--- src/rtl/mem_port_arbiter.sv ---
// Shares one memory port between instruction fetch and load/store using a request/grant/response
// handshake. Data requests have priority, but a streak limit stops fetch from starving.
// Optional grant counters are added when MEM_PORT_ARBITER_STATS_EN is defined.
module mem_port_arbiter #(
  parameter int unsigned MAX_DATA_STREAK = 4,
  parameter int unsigned STREAK_W        = 3
) (
  input  logic        clk,
  input  logic        rst,
  input  logic        if_req,
  input  logic [31:0] if_addr,
  output logic        if_gnt,
  output logic        if_rvalid,
  output logic [31:0] if_rdata,
  input  logic        d_req,
  input  logic        d_we,
  input  logic [3:0]  d_be,
  input  logic [31:0] d_addr,
  input  logic [31:0] d_wdata,
  output logic        d_gnt,
  output logic        d_rvalid,
  output logic [31:0] d_rdata,
  output logic        mem_req,
  output logic        mem_we,
  output logic [3:0]  mem_be,
  output logic [31:0] mem_addr,
  output logic [31:0] mem_wdata,
  input  logic        mem_gnt,
  input  logic        mem_rvalid,
  input  logic [31:0] mem_rdata
`ifdef MEM_PORT_ARBITER_STATS_EN
  ,
  output logic [31:0] stat_if_cnt,
  output logic [31:0] stat_d_cnt
`endif
);

  typedef enum logic [1:0] {StIdle, StReq, StWait} state_e;

  localparam logic [STREAK_W-1:0] MaxStreak = STREAK_W'(MAX_DATA_STREAK);

  state_e              state_q, state_d;
  logic                owner_q, owner_d;  // 1 = data owns the port
  logic [STREAK_W-1:0] streak_q, streak_d;
  logic                mem_req_q, mem_req_d;
  logic                mem_we_q, mem_we_d;
  logic [3:0]          mem_be_q, mem_be_d;
  logic [31:0]         mem_addr_q, mem_addr_d;
  logic [31:0]         mem_wdata_q, mem_wdata_d;
  logic [31:0]         if_rdata_q, d_rdata_q;
  logic                data_win;

  always_comb begin
    state_d     = state_q;
    owner_d     = owner_q;
    streak_d    = streak_q;
    mem_req_d   = mem_req_q;
    mem_we_d    = mem_we_q;
    mem_be_d    = mem_be_q;
    mem_addr_d  = mem_addr_q;
    mem_wdata_d = mem_wdata_q;
    data_win    = 1'b0;
    if_gnt      = 1'b0;
    d_gnt       = 1'b0;
    if_rvalid   = 1'b0;
    d_rvalid    = 1'b0;
    unique case (state_q)
      StIdle: begin
        if (if_req || d_req) begin
          data_win  = d_req && !(if_req && (streak_q >= MaxStreak));
          owner_d   = data_win;
          state_d   = StReq;
          mem_req_d = 1'b1;
          if (data_win) begin
            mem_we_d    = d_we;
            mem_be_d    = d_be;
            mem_addr_d  = d_addr;
            mem_wdata_d = d_wdata;
            // Only contested data wins count towards the streak.
            if (if_req) begin
              if (streak_q < MaxStreak) streak_d = streak_q + 1'b1;
            end else begin
              streak_d = '0;
            end
          end else begin
            mem_we_d    = 1'b0;
            mem_be_d    = 4'hF;
            mem_addr_d  = if_addr;
            mem_wdata_d = '0;
            streak_d    = '0;
          end
        end
      end
      StReq: begin
        if (mem_gnt) begin
          if_gnt    = ~owner_q;
          d_gnt     = owner_q;
          mem_req_d = 1'b0;
          state_d   = StWait;
        end
      end
      StWait: begin
        if (mem_rvalid) begin
          if_rvalid = ~owner_q;
          d_rvalid  = owner_q;
          state_d   = StIdle;
        end
      end
      default: state_d = StIdle;
    endcase
  end

  always_ff @(posedge clk or negedge rst) begin
    if (!rst) begin
      state_q     <= StIdle;
      owner_q     <= 1'b0;
      streak_q    <= '0;
      mem_req_q   <= 1'b0;
      mem_we_q    <= 1'b0;
      mem_be_q    <= '0;
      mem_addr_q  <= '0;
      mem_wdata_q <= '0;
      if_rdata_q  <= '0;
      d_rdata_q   <= '0;
    end else begin
      state_q     <= state_d;
      owner_q     <= owner_d;
      streak_q    <= streak_d;
      mem_req_q   <= mem_req_d;
      mem_we_q    <= mem_we_d;
      mem_be_q    <= mem_be_d;
      mem_addr_q  <= mem_addr_d;
      mem_wdata_q <= mem_wdata_d;
      if (if_rvalid) if_rdata_q <= mem_rdata;
      if (d_rvalid)  d_rdata_q  <= mem_rdata;
    end
  end

  // Response data is forwarded in the rvalid cycle and held afterwards.
  assign if_rdata  = if_rvalid ? mem_rdata : if_rdata_q;
  assign d_rdata   = d_rvalid ? mem_rdata : d_rdata_q;
  assign mem_req   = mem_req_q;
  assign mem_we    = mem_we_q;
  assign mem_be    = mem_be_q;
  assign mem_addr  = mem_addr_q;
  assign mem_wdata = mem_wdata_q;

`ifdef MEM_PORT_ARBITER_STATS_EN
  logic [31:0] stat_if_cnt_q, stat_d_cnt_q;

  always_ff @(posedge clk or negedge rst) begin
    if (!rst) begin
      stat_if_cnt_q <= '0;
      stat_d_cnt_q  <= '0;
    end else begin
      if (if_gnt) stat_if_cnt_q <= stat_if_cnt_q + 32'd1;
      if (d_gnt)  stat_d_cnt_q  <= stat_d_cnt_q + 32'd1;
    end
  end

  assign stat_if_cnt = stat_if_cnt_q;
  assign stat_d_cnt  = stat_d_cnt_q;
`endif

endmodule

--- config.mk ---
export PLATFORM = sky130hd
export DESIGN_NAME = mem_port_arbiter
export DESIGN_NICKNAME = d
export VERILOG_FILES = /design/src/rtl/mem_port_arbiter.sv
export SDC_FILE = /design/constraint.sdc
export NUM_CORES = 1
export LEC_CHECK = 0
export CELL_PAD_IN_SITES_DETAIL_PLACEMENT = 0
export CELL_PAD_IN_SITES_GLOBAL_PLACEMENT = 2
export CORE_ASPECT_RATIO = 0.6
export CORE_UTILIZATION = 27
export DETAILED_ROUTE_END_ITERATION = 10
export MAX_ROUTING_LAYER = met4
export PLACE_DENSITY = 0.88
export SLEW_MARGIN = 10
export SYNTH_ARGS = -nofsm -noshare
export SYNTH_HDL_FRONTEND = slang
export SYNTH_SLANG_ARGS = --single-unit
--- constraint.sdc ---
create_clock -name clk -period 5.2 [get_ports clk]
set_clock_uncertainty 0.05 [all_clocks]
set_input_delay 1.04 -clock clk [delete_from_list [all_inputs] [get_ports clk]]
set_output_delay 1.04 -clock clk [all_outputs]
set_load 0.02 [all_outputs]
# After elaboration in Yosys (flattened, before gate mapping)
# Index checks and enable logic that the tools add are counted.
# totals
register_bits,140
inputBits,139
output_inout_bits,138
wordCells,54
# classes
add_sub_neg,1
magnitude_cmp,2
n_eq_ne,6
n_mux,24
bitwise_logic,1
n_reduce_logical,10
# ops
op,count
32-bit 2-to-1 mux,4
1-bit 2-to-1 mux,11
3-bit 2-to-1 mux,3
3-bit AND reduction,3
2-bit 2-to-1 mux,3
"2-bit inequality test, second input constant",3
2-bit one-hot mux with 3 select lines,1
4-bit 2-to-1 mux,1
"3-bit by 1-bit adder with 3-bit output, second input constant",1
"3-bit >= comparator, second input constant",1
"3-bit less-than comparator, second input constant",1
"3-bit by 2-bit inequality test with 1-bit output, second input constant",1
"2-bit by 1-bit equality test with 1-bit output, second input constant",1
"2-bit equality test, second input constant",1
1-bit logical AND,2
2-bit zero test,1
1-bit one-hot mux with 2 select lines,1
2-bit AND reduction,1
2-bit nonzero test,1
1-bit zero test,1
1-bit logical OR,1
1-bit NOT,1

# Longest topological paths before layout
# depth
depth_word,6
ltp_mapped,6
mapped_depth_nobuf,3

# Worst setup path after synthesis
# OpenSTA, ideal clock, no wires.
# synth_timing
path_kind,input port to output port
startpoint,in mem_rvalid
endpoint,out if_rdata[22]
t_arrival_ns,2.075
required_ns,4.110
path_slack_ns,2.035
stages,4
path_buffers,1
path_cell_list,nand2_2 nor3_2 buf_2 mux2_2
# synth_between
elab_chain_len,3
# synth_lines
item,line_no,source
from (decl),29,"input logic mem_rvalid,"
1-bit 2-to-1 mux,103,if (mem_rvalid) begin
1-bit 2-to-1 mux,67,unique case (state_q)
via if_rvalid,13,"output logic if_rvalid,"
32-bit 2-to-1 mux,--,
to (decl),14,"output logic [31:0] if_rdata,"
# The timed path passes the listed nets, and every way through them passes these cells.

# Worst setup path in the final report
# layout_timing
startpoint,in mem_rvalid
endpoint,out d_rdata[6]
# layout_between
elab_chain_len,3
# layout_lines
item,line_no,source
1-bit 2-to-1 mux,103,
1-bit 2-to-1 mux,67,
32-bit 2-to-1 mux,--,
to (decl),22,"output logic [31:0] d_rdata,"
# No other way between the ends.

==> results.ini <==
[clock_tree]
clk_latency_ns = 0.41
postCtsSetupBuffers = 0
cts_buffer_depth = 2
cts_resized = 0
cts_inserted_buffers = 17
ctsHoldBuffers = 0
clkTransAtPathRegs_ns = 0.06
cts_root_buf = clkbuf_16
h-tree-depth = 4
cts.sinks = 140
cts_tree = done

[pwr]
comb_power_share_pct = 48.7
p_sw_mw = 2.15
sw_frac_of_total_pct = 35.7
power.density_mw_per_mm2 = 651
p_total_mw = 6.03
clock_power_share_pct = 21.0
ir_worst_vdd_v = 0.000297
p_leak_nw = 3.98
p_int_mw = 3.88
seqPwrFrac_pct = 30.3

[placed_design]
dp_hpwl_um = 11800
placed_cell_area_mm2 = 0.00863
portBuffers = 276
dp.cells = 955
gp_congestion = 0.838

[synth]
synth_top_area_cell = dfrtp_1
synth_fa_ha_area_share_pct = 0.222
syn_inst = 430
synth.cell_area_mm2 = 0.00564
synth_xor_area_share_pct = 0
synth_seq_area_share_pct = 62.1
synth_compound_area_share_pct = 13.0
ys_seq_elements = 140
yosys.area.top_type_share_pct = 62.1
synthMuxAreaShare_pct = 14.9
synth-warning-count = 0
synth-simple-area-share_pct = 6.14
syn_avg_cell_area_um2 = 13.1
synth_top_family_by_area = multiplexers
syn_nets = 570
synth.distinct_cells = 31
yosys-top-cells-area = dfrtp_1 62%, mux2_4 7.7%, mux2_2 7.2%

[setup_path]
worst-path-buf-inv = 3
cp_top_family = buffers and inverters
path_class = in -> out
crit_path_cell_trace = clkdlybuf4s50_1, nand2_2, or3_2, buf_12, mux2_4, clkdlybuf4s50_1
endpoint_kind = output port
worst_ep_required_time_ns = 4.11
slowest_stage = or3_2
critical_path.max_stage_delay_ns = 0.58
path_max_fanout = 27
start_kind = input pin
crit_arrival_ns = 3.32
path_common_cell = clkdlybuf4s50_1

[drt]
vias = 4476
drt.antenna.violating_nets = 0
viasPerCell = 4.53
drt_wl_total_um = 16500
wire_per_inst_um = 16.7
firstDrtPassIters = 4
route.detailed.drc = 0
drt_iter0_drc = 197

[floorplanning]
row_count = 40
die_w_um = 189
die_h_um = 114
ioPinCount = 277
start_util_pct = 27.9
dieArea_mm2 = 0.0215
coreArea_mm2 = 0.0202

[cells_and_area]
nFillCells = 1807
final_cells = 987
final_cell_mix = 275 x clkdlybuf4s50_1, 140 x dfrtp_1, 68 x nand2_1, 36 x mux2_2, 35 x a22o_1
final_common_cell = clkdlybuf4s50_1
utilization_pct = 45.8
diodes = 0
drive_gt1_share_pct = 15.7
finalNetCount = 841
areaGrowthSynthToFinish_pct = 64.2
finalInstanceArea_mm2 = 0.00926

[timing]
grt_setup_unrepaired = no
timing.final.hold_violations = 0
period_needed_ns = 4.41
fmax_ghz = 0.227
finalCritPeriodShare_pct = 84.8
slew_viol_final = 0
tightest_slew_ns = 0.902
setup_violations = 0
max_slew_margin_pct = 39.9
fin_tns_setup_ns = 0

[grt]
grt_pass1_wl_um = 26000
globalRouteOverflowTotal = 0
antenna_found_initial = 0
grt_pass1_vias = 4707
grt_max_degree = 101
grt_usage_pct = 16.2

[flow_run]
max_cap_viol_count = 0

[worst_hold_path]
worstHoldPathType = reg -> reg

[status]
outcome = complete, no violations

==> sequential cells by signal, indices dropped and copies added, names as in the netlist <==
| register | flops |
|---|---|
| state_q | 2 |
| mem_addr | 32 |
| streak_q | 3 |
| mem_req | 1 |
| d_rdata_q | 32 |
| mem_be | 4 |
| if_rdata_q | 32 |
| owner_q | 1 |
| mem_wdata | 32 |
| mem_we | 1 |
==> power by group through the flow <==
stage / Sequential [mW] / Combinational, mW / Clock [mW]
after global routing: 1.88 / 3.11 / 1.35
after floorplan: 2.10 / 1.28 / 0
final: 1.83 / 2.93 / 1.27
after global placement: 1.82 / 2.91 / 0
after detailed placement: 1.83 / 2.95 / 0
after CTS: 1.83 / 2.96 / 1.31
==> synthesized netlist by cell type <==
library cell and number:
clkbuf_1 13, dfrtp_1 140, or3_1 1, and3_1 1, nor2_1 2, ha_1 1, buf_12 3, buf_2 15
o21ai_0 3, a22o_1 35, and4b_1 1, a21boi_1 1, a21oi_1 32, nand2_1 68, mux2_2 36, nor3_2 1
nand3b_1 1, or2b_1 1, nand2b_1 1, inv_1 1, and2_1 1, a21bo_2 1, buf_6 1, o22a_1 4
inv_2 1, or2_0 1, a31oi_1 32, nor2_2 1, nand2_2 1, mux2_4 29, nand3_1 1
==> routing by layer <==
metal  global-route usage (%)  wire, um  up-vias  share of wire (%)
met5                        -         0        -                  0
met4                     5.00       165        0                1.0
met3                     6.03      1310       13                7.9
met2                     24.7      7570      196                 46
met1                     19.9      7480     2187                 45
li1                         -         -     2080                  -
==> logic make-up (layout without fill, tap and decap cells) <==
logic type	after synthesis	in the layout
AO/OA/AOI/OAI	108	108
multiplexers	65	65
AND/OR/NAND/NOR	82	82
adder cells (fa/ha/maj)	1	1
flip-flops	140	140
buffers and inverters	34	318
==> metrics by stage <==
step,hold slack [ns],setup slack [ns]
after floorplan,0.420,2.04
after global placement,0.420,0.799
after detailed placement,0.418,0.781
after CTS,0.432,0.780
after global routing,0.452,0.725
final,0.423,0.790
==> final timing paths <==
check                      startpoint        endpoint  slack (ns)  depth (start not counted)
min reg2reg                   mem_req         mem_req        0.42                          2
min in group asynchronous         rst   if_rdata_q[0]        0.68                          1
max reg2reg                state_q[0]   mem_wdata[12]        3.17                          5
min                           mem_req         mem_req        0.42                          2
max                        mem_rvalid      d_rdata[6]        0.79                          6
max in group asynchronous         rst  if_rdata_q[22]        3.29                          2
==> cell type report <==
class / instances / area, um^2 / share of cell area [%]
Multi-Input combinational cell: 256 / 1950 / 21.0
Tap cell: 273 / 342 / 3.69
Inverter: 2 / 7.51 / 0.0811
Clock buffer: 23 / 488 / 5.27
Clock inverter: 9 / 135 / 1.46
Sequential cell: 140 / 3500 / 37.8
Timing Repair Buffer: 284 / 2840 / 30.6
==> tightest hold or removal path, stage by stage (launching register included) <==
cell and delay (ns):
dfrtp_1 0.34, nand2_1 0.05, nand2_1 0.05
No activity file was read; power rests on OpenSTA's default activity.
